`src/rtl/csr_ctrl.sv`:
```
`default_nettype none
// ============================================================================
// Module      : csr_ctrl
// Description : Machine-mode CSR unit. Sequenced read-modify-write of mstatus,
//               mtvec, mepc and mcause, plus ECALL/MRET PC redirects.
// Revision    : 1.0 - initial release
// ============================================================================
module csr_ctrl #(
  parameter int              XLEN        = 32,
  parameter logic [XLEN-1:0] ECALL_CAUSE = XLEN'(32'h0000_000b)
) (
  input  logic            clk,
  input  logic            reset,
  input  logic            req_valid_i,
  output logic            req_ready_o,
  input  logic [2:0]      csr_op_i,
  input  logic [11:0]     csr_addr_i,
  input  logic [XLEN-1:0] wdata_i,
  input  logic [XLEN-1:0] pc_i,
  output logic            resp_valid_o,
  input  logic            resp_ready_i,
  output logic [XLEN-1:0] resp_rdata_o,
  output logic            illegal_o,
  output logic            redirect_valid_o,
  output logic [XLEN-1:0] redirect_pc_o
);

  localparam logic [1:0] S_IDLE   = 2'd0;
  localparam logic [1:0] S_EXEC   = 2'd1;
  localparam logic [1:0] S_COMMIT = 2'd2;
  localparam logic [1:0] S_RESP   = 2'd3;

  localparam logic [2:0] OP_NOP   = 3'd0;
  localparam logic [2:0] OP_RW    = 3'd1;
  localparam logic [2:0] OP_RS    = 3'd2;
  localparam logic [2:0] OP_RC    = 3'd3;
  localparam logic [2:0] OP_ECALL = 3'd4;
  localparam logic [2:0] OP_MRET  = 3'd5;

  localparam logic [11:0] A_MSTATUS = 12'h300;
  localparam logic [11:0] A_MTVEC   = 12'h305;
  localparam logic [11:0] A_MEPC    = 12'h341;
  localparam logic [11:0] A_MCAUSE  = 12'h342;

  localparam logic [XLEN-1:0] ALIGN_MASK = {{(XLEN-2){1'b1}}, 2'b00};

  logic [1:0]      state_q,  state_d;
  logic [2:0]      op_q,     op_d;
  logic [11:0]     addr_q,   addr_d;
  logic [XLEN-1:0] wdata_q,  wdata_d;
  logic [XLEN-1:0] pc_q,     pc_d;
  logic [XLEN-1:0] old_q,    old_d;
  logic [XLEN-1:0] new_q,    new_d;
  logic            ill_q,    ill_d;
  logic            mie_q,    mie_d;
  logic            mpie_q,   mpie_d;
  logic [XLEN-1:0] mtvec_q,  mtvec_d;
  logic [XLEN-1:0] mepc_q,   mepc_d;
  logic [XLEN-1:0] mcause_q, mcause_d;
  logic            rsp_vld_q, rsp_vld_d;
  logic [XLEN-1:0] rsp_data_q, rsp_data_d;
  logic            rsp_ill_q, rsp_ill_d;
  logic            rdr_vld_q, rdr_vld_d;
  logic [XLEN-1:0] rdr_pc_q,  rdr_pc_d;

  logic [XLEN-1:0] mstatus_rd;
  logic [XLEN-1:0] csr_rd;
  logic            addr_ok;
  logic            write_en;

  // MPP is hardwired to machine mode; only MIE/MPIE are real storage.
  always_comb begin
    mstatus_rd        = '0;
    mstatus_rd[12:11] = 2'b11;
    mstatus_rd[7]     = mpie_q;
    mstatus_rd[3]     = mie_q;
  end

  always_comb begin
    csr_rd  = '0;
    addr_ok = 1'b1;
    case (addr_q)
      A_MSTATUS: csr_rd = mstatus_rd;
      A_MTVEC:   csr_rd = mtvec_q;
      A_MEPC:    csr_rd = mepc_q;
      A_MCAUSE:  csr_rd = mcause_q;
      default:   addr_ok = 1'b0;
    endcase
  end

  // Set/clear with a zero mask is a pure read and must not write.
  assign write_en = !ill_q && !(((op_q == OP_RS) || (op_q == OP_RC)) && (wdata_q == '0));

  always_comb begin
    state_d    = state_q;
    op_d       = op_q;
    addr_d     = addr_q;
    wdata_d    = wdata_q;
    pc_d       = pc_q;
    old_d      = old_q;
    new_d      = new_q;
    ill_d      = ill_q;
    mie_d      = mie_q;
    mpie_d     = mpie_q;
    mtvec_d    = mtvec_q;
    mepc_d     = mepc_q;
    mcause_d   = mcause_q;
    rsp_vld_d  = rsp_vld_q;
    rsp_data_d = rsp_data_q;
    rsp_ill_d  = rsp_ill_q;
    rdr_vld_d  = 1'b0;
    rdr_pc_d   = '0;

    case (state_q)
      S_IDLE: begin
        if (req_valid_i) begin
          op_d    = csr_op_i;
          addr_d  = csr_addr_i;
          wdata_d = wdata_i;
          pc_d    = pc_i;
          if (csr_op_i != OP_NOP) state_d = S_EXEC;
        end
      end
      S_EXEC: begin
        old_d = csr_rd;
        ill_d = !addr_ok;
        case (op_q)
          OP_RS:   new_d = csr_rd | wdata_q;
          OP_RC:   new_d = csr_rd & ~wdata_q;
          default: new_d = wdata_q;
        endcase
        state_d = S_COMMIT;
      end
      S_COMMIT: begin
        state_d = S_IDLE;
        case (op_q)
          OP_RW, OP_RS, OP_RC: begin
            if (write_en) begin
              case (addr_q)
                A_MSTATUS: begin
                  mie_d  = new_q[3];
                  mpie_d = new_q[7];
                end
                A_MTVEC:  mtvec_d  = new_q & ALIGN_MASK;
                A_MEPC:   mepc_d   = new_q & ALIGN_MASK;
                A_MCAUSE: mcause_d = new_q;
                default: ;
              endcase
            end
            rsp_vld_d  = 1'b1;
            rsp_data_d = ill_q ? '0 : old_q;
            rsp_ill_d  = ill_q;
            state_d    = S_RESP;
          end
          OP_ECALL: begin
            mepc_d    = pc_q & ALIGN_MASK;
            mcause_d  = ECALL_CAUSE;
            mpie_d    = mie_q;
            mie_d     = 1'b0;
            rdr_vld_d = 1'b1;
            rdr_pc_d  = mtvec_q & ALIGN_MASK;
          end
          OP_MRET: begin
            mie_d     = mpie_q;
            mpie_d    = 1'b1;
            rdr_vld_d = 1'b1;
            rdr_pc_d  = mepc_q;
          end
          default: ;
        endcase
      end
      S_RESP: begin
        if (resp_ready_i) begin
          rsp_vld_d  = 1'b0;
          rsp_data_d = '0;
          rsp_ill_d  = 1'b0;
          state_d    = S_IDLE;
        end
      end
      default: state_d = S_IDLE;
    endcase
  end

  always_ff @(posedge clk or posedge reset) begin
    if (reset) begin
      state_q    <= S_IDLE;
      op_q       <= OP_NOP;
      addr_q     <= '0;
      wdata_q    <= '0;
      pc_q       <= '0;
      old_q      <= '0;
      new_q      <= '0;
      ill_q      <= 1'b0;
      mie_q      <= 1'b0;
      mpie_q     <= 1'b0;
      mtvec_q    <= '0;
      mepc_q     <= '0;
      mcause_q   <= '0;
      rsp_vld_q  <= 1'b0;
      rsp_data_q <= '0;
      rsp_ill_q  <= 1'b0;
      rdr_vld_q  <= 1'b0;
      rdr_pc_q   <= '0;
    end else begin
      state_q    <= state_d;
      op_q       <= op_d;
      addr_q     <= addr_d;
      wdata_q    <= wdata_d;
      pc_q       <= pc_d;
      old_q      <= old_d;
      new_q      <= new_d;
      ill_q      <= ill_d;
      mie_q      <= mie_d;
      mpie_q     <= mpie_d;
      mtvec_q    <= mtvec_d;
      mepc_q     <= mepc_d;
      mcause_q   <= mcause_d;
      rsp_vld_q  <= rsp_vld_d;
      rsp_data_q <= rsp_data_d;
      rsp_ill_q  <= rsp_ill_d;
      rdr_vld_q  <= rdr_vld_d;
      rdr_pc_q   <= rdr_pc_d;
    end
  end

  assign req_ready_o      = (state_q == S_IDLE);
  assign resp_valid_o     = rsp_vld_q;
  assign resp_rdata_o     = rsp_data_q;
  assign illegal_o        = rsp_ill_q;
  assign redirect_valid_o = rdr_vld_q;
  assign redirect_pc_o    = rdr_pc_q;

endmodule
`default_nettype wire

```
`config.mk`:
```
export PLATFORM = sky130hd
export DESIGN_NAME = csr_ctrl
export DESIGN_NICKNAME = d
export VERILOG_FILES = /design/src/rtl/csr_ctrl.sv
export SDC_FILE = /design/constraint.sdc
export NUM_CORES = 1
export LEC_CHECK = 0
export CORE_MARGIN = 2
export CORE_UTILIZATION = 60
export CTS_CLUSTER_DIAMETER = 40
export DETAILED_ROUTE_END_ITERATION = 6
export PLACE_DENSITY_LB_ADDON = 0.2
export SLEW_MARGIN = 20
export SYNTH_ARGS = -nofsm -noshare
export SYNTH_HDL_FRONTEND = slang
export SYNTH_SLANG_ARGS = --single-unit
```
`constraint.sdc`:
```
create_clock -name clk -period 21.8 [get_ports clk]
set_input_delay 4.36 -clock clk [delete_from_list [all_inputs] [get_ports clk]]
set_output_delay 4.36 -clock clk [all_outputs]
set_load 0.01 [all_outputs]
```
==> run summary, run 1 <==
Cts hold-fix bufs - 0
RR Startpoint - op_q[0]
VDD IR max - 68.83 uV
Max Transition Viols Final - 0
Initial core utilization - 61.21%
Mapped cell area - 12870 sq um
Max-Cap Viols - 0
Ports - 151
Yosys warning count - 0
R2r setup slk - 18170 ps
CTS Buffer Depth - 3
Post-Route WL - 32380 um
Post-Synth Adder-Cell Area - 0%
Antenna cell count - 0
RePlAce Congestion - 0.8433
Placement Setup Slack - 14600 ps
Vias in the first global route - 9307
Drt pass-1 iters - 5
Post-synthesis cell count - 1022
Core Footprint - 21020 sq um
Hold path endpoint - old_q[0]
Total track usage - 29.42%
Die boundary width - 150.4 um
# rows - 53
Worst Path Required - 22200 ps
Final hold viol count - 0
Area delta synth->final - 22.91%
Power per Cell Area - 127.2 nW/um^2
Drc violations - 0
Final ANT Viol Nets - 0
Resize count post-CTS - 0
Compound-cell area share of the yosys netlist - 13.02%
Chip height - 150.4 um
Initial DRC count - 615
CTS clk-pin slew, worst paths - 50 ps
Min Tclk post-route - 6517 ps
Vias per cell - 6.187
RSZ-0062 raised after global routing - false
First-pass GRT wire length - 50690 um
Mux cell area share after synthesis - 17.80%
Main combinational cell family by area after synthesis - multiplexers
Status - completed
PortBufs - 146
H-tree level count - 2
Worst R2R Path Depth - 7
Mean Syn Cell Area - 12.59 sq um
Setup TNS - 0 ps
Initial antenna violation count - 0
Final Worst Setup Slack - 15280 ps
Via count - 8978
CP arrival - 6920 ps
Asr flop ratio synth - 100.0%
Hold Crit Class - register to register
Startpoint types - primary input
Xor and xnor area share after synthesis - 0.06807%
Avg WL per Cell - 22.31 um
Relative slew slack - 23.22%
Setup bufs post-CTS - 0
Max Fclk - 153.4 MHz
Overflow after GRT - 0
Post-synthesis sequential area ratio - 58.93%
Clock sink count - 303
Largest net degree at the start of global routing - 98
Endpoints failing setup - 0
Number of synthesized flops with an enable pin - 0
Fraction of layout cells with a size suffix above 1 - 19.73%
Hold_sp - old_q[0]
Period utilisation layout - 29.89%
Worst Tran Pin Value - 1149 ps
R2R Path End - mcause_q[31]
Root Buffer Master - clkbuf_16
Critical path endpoint category - register
Num CTS Buffers - 38
Nets@finish - 1234
Crit Path Class - primary input to register
Post-synthesis cell type count - 51
Worst-skew pair later-pin latency - 520 ps
Hpwl dp - 18980 um
Die ar. - 22630 sq um
Crit Path Max Fanout - 46
Simple-gate share of the synthesized area - 6.359%
Tot Pwr - 2.012 mW
Leakage - 6.916 nW
Synthesized flop and latch total - 303
Clock skew - 10.64 ps
Hold path cells - 2
CTS tree - yes
Most used DFF post-synth - dfrtp_1
==> cell families after synthesis <==
group / Yosys count
xor+xnor: 1
mux: 201
buf+inv: 109
other cells: 1
flops: 303
compound gates: 241
simple gates: 166
==> metal layers <==
metal | wire length (um) | track usage [%]
met1 | 13480 | 40.12
met2 | 15480 | 47.07
met3 | 2314 | 5.576
met4 | 1101 | 11.79
met5 | 0 | 0
==> state kept, by name, summed over array words and instances, names as in the netlist, 2 cells and up <==
| register | cells |
|---|---|
| addr_q | 12 |
| mepc_q | 30 |
| mtvec_q | 30 |
| wdata_q | 32 |
| op_q | 3 |
| pc_q | 30 |
| resp_rdata_o | 32 |
| old_q | 32 |
| redirect_pc_o | 30 |
| state_q | 2 |
| new_q | 32 |
| mcause_q | 32 |
==> cells in the final DEF, fill, tap and decap left out, types with 3 or more instances in the layout <==
master           synthesis  routed
a31oi_1                  4       4
nor2b_1                 29      29
a21oi_1                 62      61
clkbuf_16                0      41
nand2_1                 49      49
clkbuf_8                 0       7
and2_1                   3       3
mux2_4                  28      28
clkbuf_1                39       4
inv_6                    0       3
clkdlybuf4s50_1          0     146
a22oi_1                 32      32
a22o_1                  55      55
mux2_2                 111     111
clkinv_2                 0       4
and3_1                   3       3
o21bai_1                 3       3
o31ai_1                 30      30
nand3_1                  4       4
a21oi_4                  1       3
nor3_1                   3       3
o21ai_0                 38      38
mux2i_1                 62      62
buf_4                    7      13
nor4_1                  13      13
nor2_1                  47      46
dfrtp_1                303     302
inv_1                   36      35
==> power by group <==
group	internal [mW]	switching [mW]	total (mW)
clock	0.390	0.239	0.629
sequential	0.714	0.150	0.864
combinational	0.247	0.272	0.519
total	1.35	0.661	2.01
==> worst max-delay path by stage <==
| stage | from | to | slack, ps | cells past startpoint |
|---|---|---|---|---|
| detailed placement | reset | pc_q[21] | 14600 | 4 |
| global placement | reset | pc_q[21] | 14600 | 4 |
| floorplan | reset | addr_q[0] | 9070 | 1 |
| CTS | reset | pc_q[21] | 15130 | 4 |
| global route | reset | redirect_pc_o[17] | 15160 | 4 |
| finish | req_valid_i | wdata_q[30] | 15280 | 5 |
==> critical path, cell delays in order <==
cell and delay (ps):
clkdlybuf4s50_1 500, nand2_1 110, nor2_4 820, buf_4 660, mux2_2 410
==> layout make-up <==
class	count	area (sq um)
flip-flops and latches	303	7584
fillers	1365	5206
multi-input cells	611	4867
repair buffers	161	1598
clock buffers	52	1137
well taps	275	344.1
clock inverters	13	142.6
inverters	36	142.6
==> metrics by stage <==
stage	hold slack [ps]	cells	util (%)	instance area (sq um)
2_1_floorplan	438.6	1023	-	12870
3_3_place_gp	455.3	1385	69.00	14500
3_5_place_dp	460.1	1385	69.00	14500
4_1_cts	472.3	1450	75.08	15780
5_1_grt	498.7	1451	75.23	15820
6_report	477.4	1451	75.23	15820
==> synthesized netlist by cell type, types with 5 or more instances <==
| library cell | instances | share of area [%] |
|---|---|---|
| o31ai_1 | 30 | 1.8 |
| nand2_1 | 49 | 1.4 |
| clkbuf_1 | 39 | 1.1 |
| o21ai_0 | 38 | 1.5 |
| mux2i_1 | 62 | 4.8 |
| a22oi_1 | 32 | 1.9 |
| nor2b_1 | 29 | 1.4 |
| mux2_2 | 111 | 9.7 |
| mux2_4 | 28 | 3.3 |
| a21oi_1 | 62 | 2.4 |
| nor2_1 | 47 | 1.4 |
| dfrtp_1 | 303 | 59 |
| buf_1 | 5 | 0.15 |
| inv_1 | 36 | 1.1 |
| a22o_1 | 55 | 3.7 |
| buf_4 | 7 | 0.41 |
| buf_2 | 18 | 0.70 |
| nor4_1 | 13 | 0.63 |
Power figures use the tool's default switching activity.
==> inputs of run 2 (changes only) <==
--- a/config.mk
+++ b/config.mk
@@ -6,7 +6,7 @@
 export NUM_CORES = 1
 export LEC_CHECK = 0
 export CORE_MARGIN = 2
-export CORE_UTILIZATION = 60
+export CORE_UTILIZATION = 56
 export CTS_CLUSTER_DIAMETER = 40
 export DETAILED_ROUTE_END_ITERATION = 6
 export PLACE_DENSITY_LB_ADDON = 0.2
==> constraint.sdc (replaced) <==
create_clock -name clk -period 6.5 [get_ports clk]
set_input_delay 1.3 -clock clk [delete_from_list [all_inputs] [get_ports clk]]
set_output_delay 1.3 -clock clk [all_outputs]
set_load 0.01 [all_outputs]
==> run 2 against run 1 <==
Compared with the run above: first-iteration DRC count fell by 7.0%; largest cell class unchanged; clock skew grew 10 ps; hold slack lost 3.2 ps; global-route usage down 2.5 points; combinational power rose to 3.4 times the previous value; setup slack got worse by 12000 ps.
==> run summary, run 2 (synthesis results as in run 1) <==
Overflow after GRT - 0 (unchanged)
Finished Core Util - 70.28% (was 75.23%)
Nets@finish - 1236 (was 1234)
Leading cell type in the layout, fill and taps excluded - dfrtp_1 (unchanged)
Power per Cell Area - 425.7 nW/um^2 (was 127.2 nW/um^2)
Final hold viol count - 0 (unchanged)
RSZ-0062 raised after global routing - false (unchanged)
CTS Buffer Depth - 3 (unchanged)
Vias per cell - 5.962 (was 6.187)
Int Power - 4.545 mW (was 1.351 mW)
Area delta synth->final - 23.28% (was 22.91%)
Top Family by Delay on Critical Path - simple AND/OR/NAND/NOR gates (was buffers and inverters)
Final ANT Viol Nets - 0 (unchanged)
Placement Setup Slack - 3203 ps (was 14600 ps)
Via count - 8740 (was 8978)
Combinational share of power - 25.8% (about the same)
CTS clk-pin slew, worst paths - 50 ps (about the same)
Total track usage - 26.94% (was 29.42%)
WP buf/inv - 1 (was 2)
Antenna cell count - 0 (unchanged)
Chip height - 155.6 um (was 150.4 um)
Num CTS Buffers - 39 (was 38)
Commonest non-fill, non-tap cells in the layout - dfrtp_1 (302), clkdlybuf4s50_1 (146), mux2_2 (111), mux2i_1 (62), a21oi_1 (61) (unchanged)
CP arrival - 3710 ps (was 6920 ps)
Final Cell Area - 15860 sq um (was 15820 sq um)
Sw frac - 32.69% (was 32.84%)
Leakage - 6.920 nW (was 6.916 nW)
Dpl cell area - 14550 sq um (was 14500 sq um)
# rows - 55 (was 53)
Setup bufs post-CTS - 0 (unchanged)
Resize count post-CTS - 0 (unchanged)
Largest net degree at the start of global routing - 131 (was 98)
Endpoints failing setup - 0 (unchanged)
Worst Path Required - 6900 ps (was 22200 ps)
Final Worst Setup Slack - 3188 ps (was 15280 ps)
Cts hold-fix bufs - 0 (unchanged)
VDD IR max - 259.7 uV (was 68.83 uV)
Max stage delay cell, worst path - o311ai_4 (was nor2_4)
Clock skew - 20.82 ps (was 10.64 ps)
CTS tree - yes (unchanged)
Fraction of layout cells with a size suffix above 1 - 19.81% (was 19.73%)
Drc violations - 0 (unchanged)
Post-Route WL - 31820 um (was 32380 um)
Die ar. - 24210 sq um (was 22630 sq um)
Initial core utilization - 57.01% (was 61.21%)
Critical path endpoint category - register (unchanged)
Crit Path Max Fanout - 19 (was 46)
PortBufs - 146 (unchanged)
Ports - 151 (unchanged)
Worst-path cell chain - nor4_1 -> nand4_1 -> o311ai_4 -> buf_4 -> mux2_2 (was clkdlybuf4s50_1 -> nand2_1 -> nor2_4 -> buf_4 -> mux2_2)
Crit path launch - wdata_q[24] (was req_valid_i)
Initial DRC count - 572 (was 615)
Drt pass-1 iters - 5 (unchanged)
Max Transition Viols Final - 0 (unchanged)
H-tree level count - 2 (unchanged)
Clock power frac - 31.6% (was 31.3%)
Core Footprint - 22570 sq um (was 21020 sq um)
Avg WL per Cell - 21.71 um (was 22.31 um)
Period utilisation layout - 50.96%
Root Buffer Master - clkbuf_16 (unchanged)
Worst Tran Pin Value - 1137 ps (was 1149 ps)
Worst-skew pair later-pin latency - 520 ps (about the same)
Status - completed (unchanged)
Setup TNS - 0 ps (unchanged)
Die boundary width - 155.6 um (was 150.4 um)
Vias in the first global route - 9150 (was 9307)
Crit Path Class - register to register (was primary input to register)
Max-Cap Viols - 0 (unchanged)
Initial antenna violation count - 0 (unchanged)
Part of the power in registers - 42.5% (was 43.0%)
Clock sink count - 303 (unchanged)
Startpoint types - register (was primary input)
Hold_sp - old_q[8] (was old_q[0])
Hold Crit Class - register to register (unchanged)
Net Sw Power - 2.208 mW (was 0.6609 mW)
RePlAce Congestion - 0.8337 (was 0.8433)
Hpwl dp - 18920 um (was 18980 um)
Relative slew slack - 24.02% (was 23.22%)
RR Startpoint - wdata_q[24] (was op_q[0])
First-pass GRT wire length - 50360 um (was 50690 um)
Max incr delay on CP - 870 ps (was 820 ps)
Max Fclk - 301.9 MHz
Min Tclk post-route - 3312 ps
## run 2: cell types whose count changed in the layout (fill, tap and decap cells not counted), moves of 2 or more
cell,change
clkbuf_1,+3
clkbuf_8,+3
buf_12,+2
clkinv_2,-2
clkinvlp_4,+2
inv_8,-2
## run 2: worst register-to-register path, stage by stage, from the launching register on
cell and delay, ps:
dfrtp_1 410, nor4_1 640, nand4_1 430, o311ai_4 870, buf_4 460, mux2_2 390
## run 2: path summary, 6_finish.rpt
check                                  end  slack (ps)  depth (start not counted)
setup reg to reg               mtvec_q[27]        3190                          5
setup / recovery               mtvec_q[27]        3190                          5
hold reg to reg                   old_q[8]         470                          2
max in group asynchronous      mtvec_q[26]        4030                          3
min in group asynchronous  resp_rdata_o[9]        1320                          2
hold / removal                    old_q[8]         470                          2
## run 2: metal layers
layer / share of wire (%) / up-vias / global-route usage, %
met4: 1.7 / 0 / 6.903
met3: 6.3 / 48 / 5.972
met1: 45 / 4480 / 37.71
met5: 0 / - / 0
met2: 47 / 281 / 43.32
li1: - / 3931 / -
## run 2: stage by stage
stage / instances / hold WS, ps / total power [mW]
after floorplan: 1023 / 438.6 / 4.047
after global placement: 1397 / 456.3 / 4.541
after detailed placement: 1397 / 467.0 / 4.623
after CTS: 1466 / 481.5 / 6.775
after global routing: 1466 / 490.0 / 7.088
final: 1466 / 474.2 / 6.752
## run 2: area by class of cell
| cell class | instances | area (sq um) |
|---|---|---|
| clock buffers | 57 | 1165 |
| clock inverters | 12 | 145.1 |
| fillers | 1616 | 6709 |
| inverters | 36 | 138.9 |
| multi-input cells | 611 | 4867 |
| flip-flops and latches | 303 | 7584 |
| well taps | 285 | 356.6 |
| repair buffers | 162 | 1607 |
## run 2: power groups by stage
stage / Sequential (mW) / Combinational (mW) / Clock (mW)
after global routing: 2.94 / 1.91 / 2.24
after CTS: 2.86 / 1.76 / 2.16
final: 2.87 / 1.74 / 2.14
after floorplan: 2.68 / 1.36 / 0
after detailed placement: 2.88 / 1.74 / 0
after global placement: 2.86 / 1.68 / 0
==> inputs of run 3 (changes only) <==
--- a/config.mk
+++ b/config.mk
@@ -6,7 +6,7 @@
 export NUM_CORES = 1
 export LEC_CHECK = 0
 export CORE_MARGIN = 2
-export CORE_UTILIZATION = 56
+export CORE_UTILIZATION = 51
 export CTS_CLUSTER_DIAMETER = 40
 export DETAILED_ROUTE_END_ITERATION = 6
 export PLACE_DENSITY_LB_ADDON = 0.2
==> constraint.sdc (replaced) <==
create_clock -name clk -period 2.9 [get_ports clk]
set_input_delay 0.58 -clock clk [delete_from_list [all_inputs] [get_ports clk]]
set_output_delay 0.58 -clock clk [all_outputs]
set_load 0.01 [all_outputs]
==> run 3 against run 2 <==
Compared with the run above: global-route usage is 1.9 points lower; combinational power is 130% higher; critical path depth is 2 higher; fmax is 31% higher; die area is 9.6% higher; sequential power is 120% higher; critical endpoint is now mcause_q[9]; largest cell class unchanged; highest routed layer unchanged.
==> run summary, run 3 (synthesis results as in run 1) <==
CP arrival - 2910 ps (was 3710 ps)
Nets@finish - 1253 (was 1236)
Clock skew - 15.93 ps (was 20.82 ps)
Crit Path Class - register to register (unchanged)
Drt pass-1 iters - 5 (unchanged)
Initial antenna violation count - 0 (unchanged)
Dpl cell area - 14850 sq um (was 14550 sq um)
WL met1 - 13910 um (was 14320 um)
Met3 wire length - 2054 um (was 1990 um)
Top sig layer - met4 (unchanged)
Max Fclk - 396.8 MHz (was 301.9 MHz)
VDD IR max - 513.5 uV (was 259.7 uV)
Final ANT Viol Nets - 0 (unchanged)
Hold Crit Class - register to register (unchanged)
Total track usage - 25.01% (was 26.94%)
Drc violations - 0 (unchanged)
FILL cells - 1944 (was 1616)
Initial core utilization - 51.54% (was 57.01%)
Largest net degree at the start of global routing - 132 (was 131)
Post-Route WL - 32040 um (was 31820 um)
Status - completed (unchanged)
Critical path endpoint category - register (unchanged)
# rows - 58 (was 55)
Final hold viol count - 0 (unchanged)
Setup bufs post-CTS - 0 (unchanged)
Startpoint types - register (unchanged)
RePlAce Congestion - 0.8458 (was 0.8337)
Max-Cap Viols - 0 (unchanged)
Leading cell type in the layout, fill and taps excluded - dfrtp_1 (unchanged)
Inst Count DP - 1460 (was 1397)
Via count - 8816 (was 8740)
CTS Buffer Depth - 3 (unchanged)
Cell Count, Final, Fillers Out - 1530 (was 1466)
Clock sink count - 303 (unchanged)
PortBufs - 146 (unchanged)
CTS tree - yes (unchanged)
Routed wl met2 - 15240 um (was 14960 um)
Cts hold-fix bufs - 0 (unchanged)
Endpoints failing setup - 0 (unchanged)
Antenna cell count - 0 (unchanged)
CTS clk-pin slew, worst paths - 50 ps (about the same)
Initial DRC count - 617 (was 572)
Final Cell Area - 16160 sq um (was 15860 sq um)
First-pass GRT wire length - 51180 um (was 50360 um)
Leakage - 7.045 nW (was 6.920 nW)
Worst-skew pair later-pin latency - 520 ps (about the same)
Area occupied by multi-input gates - 4868 sq um (was 4867 sq um)
H-tree level count - 2 (unchanged)
Commonest non-fill, non-tap cells in the layout - dfrtp_1 (302), clkdlybuf4s50_1 (146), mux2_2 (111), mux2i_1 (62), a21oi_1 (61) (unchanged)
Worst Tran Pin Value - 1118 ps (was 1137 ps)
Worst Path Required - 3290 ps (was 6900 ps)
RSZ-0062 raised after global routing - false (unchanged)
Power per Cell Area - 943.8 nW/um^2 (was 425.7 nW/um^2)
Sequential cell area - 7584 sq um (unchanged)
Chip height - 162.8 um (was 155.6 um)
Hpwl dp - 20160 um (was 18920 um)
Ports - 151 (unchanged)
Die ar. - 26520 sq um (was 24210 sq um)
Overflow after GRT - 0 (unchanged)
Min Tclk post-route - 2520 ps (was 3312 ps)
Crit Path Max Fanout - 15 (was 19)
Fraction of layout cells with a size suffix above 1 - 21.25% (was 19.81%)
Area delta synth->final - 25.56% (was 23.28%)
Num CTS Buffers - 38 (was 39)
Relative slew slack - 25.28% (was 24.02%)
Root Buffer Master - clkbuf_16 (unchanged)
Resize count post-CTS - 0 (unchanged)
Die boundary width - 162.8 um (was 155.6 um)
Vias per cell - 5.762 (was 5.962)
Period utilisation layout - 86.90% (was 50.96%)
Vias in the first global route - 9107 (was 9150)
Max Transition Viols Final - 0 (unchanged)
Avg WL per Cell - 20.94 um (was 21.71 um)
Core Footprint - 24960 sq um (was 22570 sq um)
## run 3: through the flow
step	worst slack (ps)	total power [mW]	TNS [ps]	util, %	hold WS, ps
CTS	435.5	15.33	0	64.72	479.7
finish	380.0	15.25	0	64.72	478.8
global placement	512.9	10.33	0	59.47	453.8
floorplan	-1709	9.071	-517830	-	438.6
detailed placement	450.8	10.48	0	59.47	466.6
global route	337.9	16.08	0	64.72	493.9
## run 3: path summary, 6_finish.rpt
kind                                  start                end  slack (ps)  depth (start not counted)
worst max-delay path            wdata_q[16]        mcause_q[9]         380                          7
worst min-delay path              old_q[25]          old_q[25]         480                          2
worst max register to register  wdata_q[16]        mcause_q[9]         380                          7
worst min register to register    old_q[25]          old_q[25]         480                          2
max in group asynchronous             reset  redirect_pc_o[24]        1740                          4
min in group asynchronous             reset        mtvec_q[10]         510                          3
## run 3: power breakdown
part | total, mW | leakage (nW) | internal (mW) | switching [mW]
clock | 4.80 | 0.641 | 2.99 | 1.81
sequential | 6.40 | 3.96 | 5.37 | 1.03
combinational | 4.06 | 2.45 | 1.94 | 2.12
total | 15.2 | 7.04 | 10.3 | 4.95
## run 3: final cells by class
class,count,area share [%]
Clock inverter,18,1.200
Tap cell,330,2.556
Sequential cell,303,46.94
Timing Repair Buffer,180,11.40
Inverter,36,0.8596
Multi-Input combinational cell,611,30.13
Clock buffer,52,6.916
## run 3: worst max-delay path, stage by stage (launching register included)
cell     delay, ps
dfrtp_1        510
nor4_1         490
nand4_1        160
buf_4          180
o31ai_4        370
a21oi_4        170
buf_12         200
mux2_4         300
## run 3: metal layers
metal | global-route usage (%) | vias to the layer above
li1 | - | 3977
met1 | 35.04 | 4504
met2 | 39.89 | 284
met3 | 4.762 | 51
met4 | 7.683 | 0
met5 | 0 | -
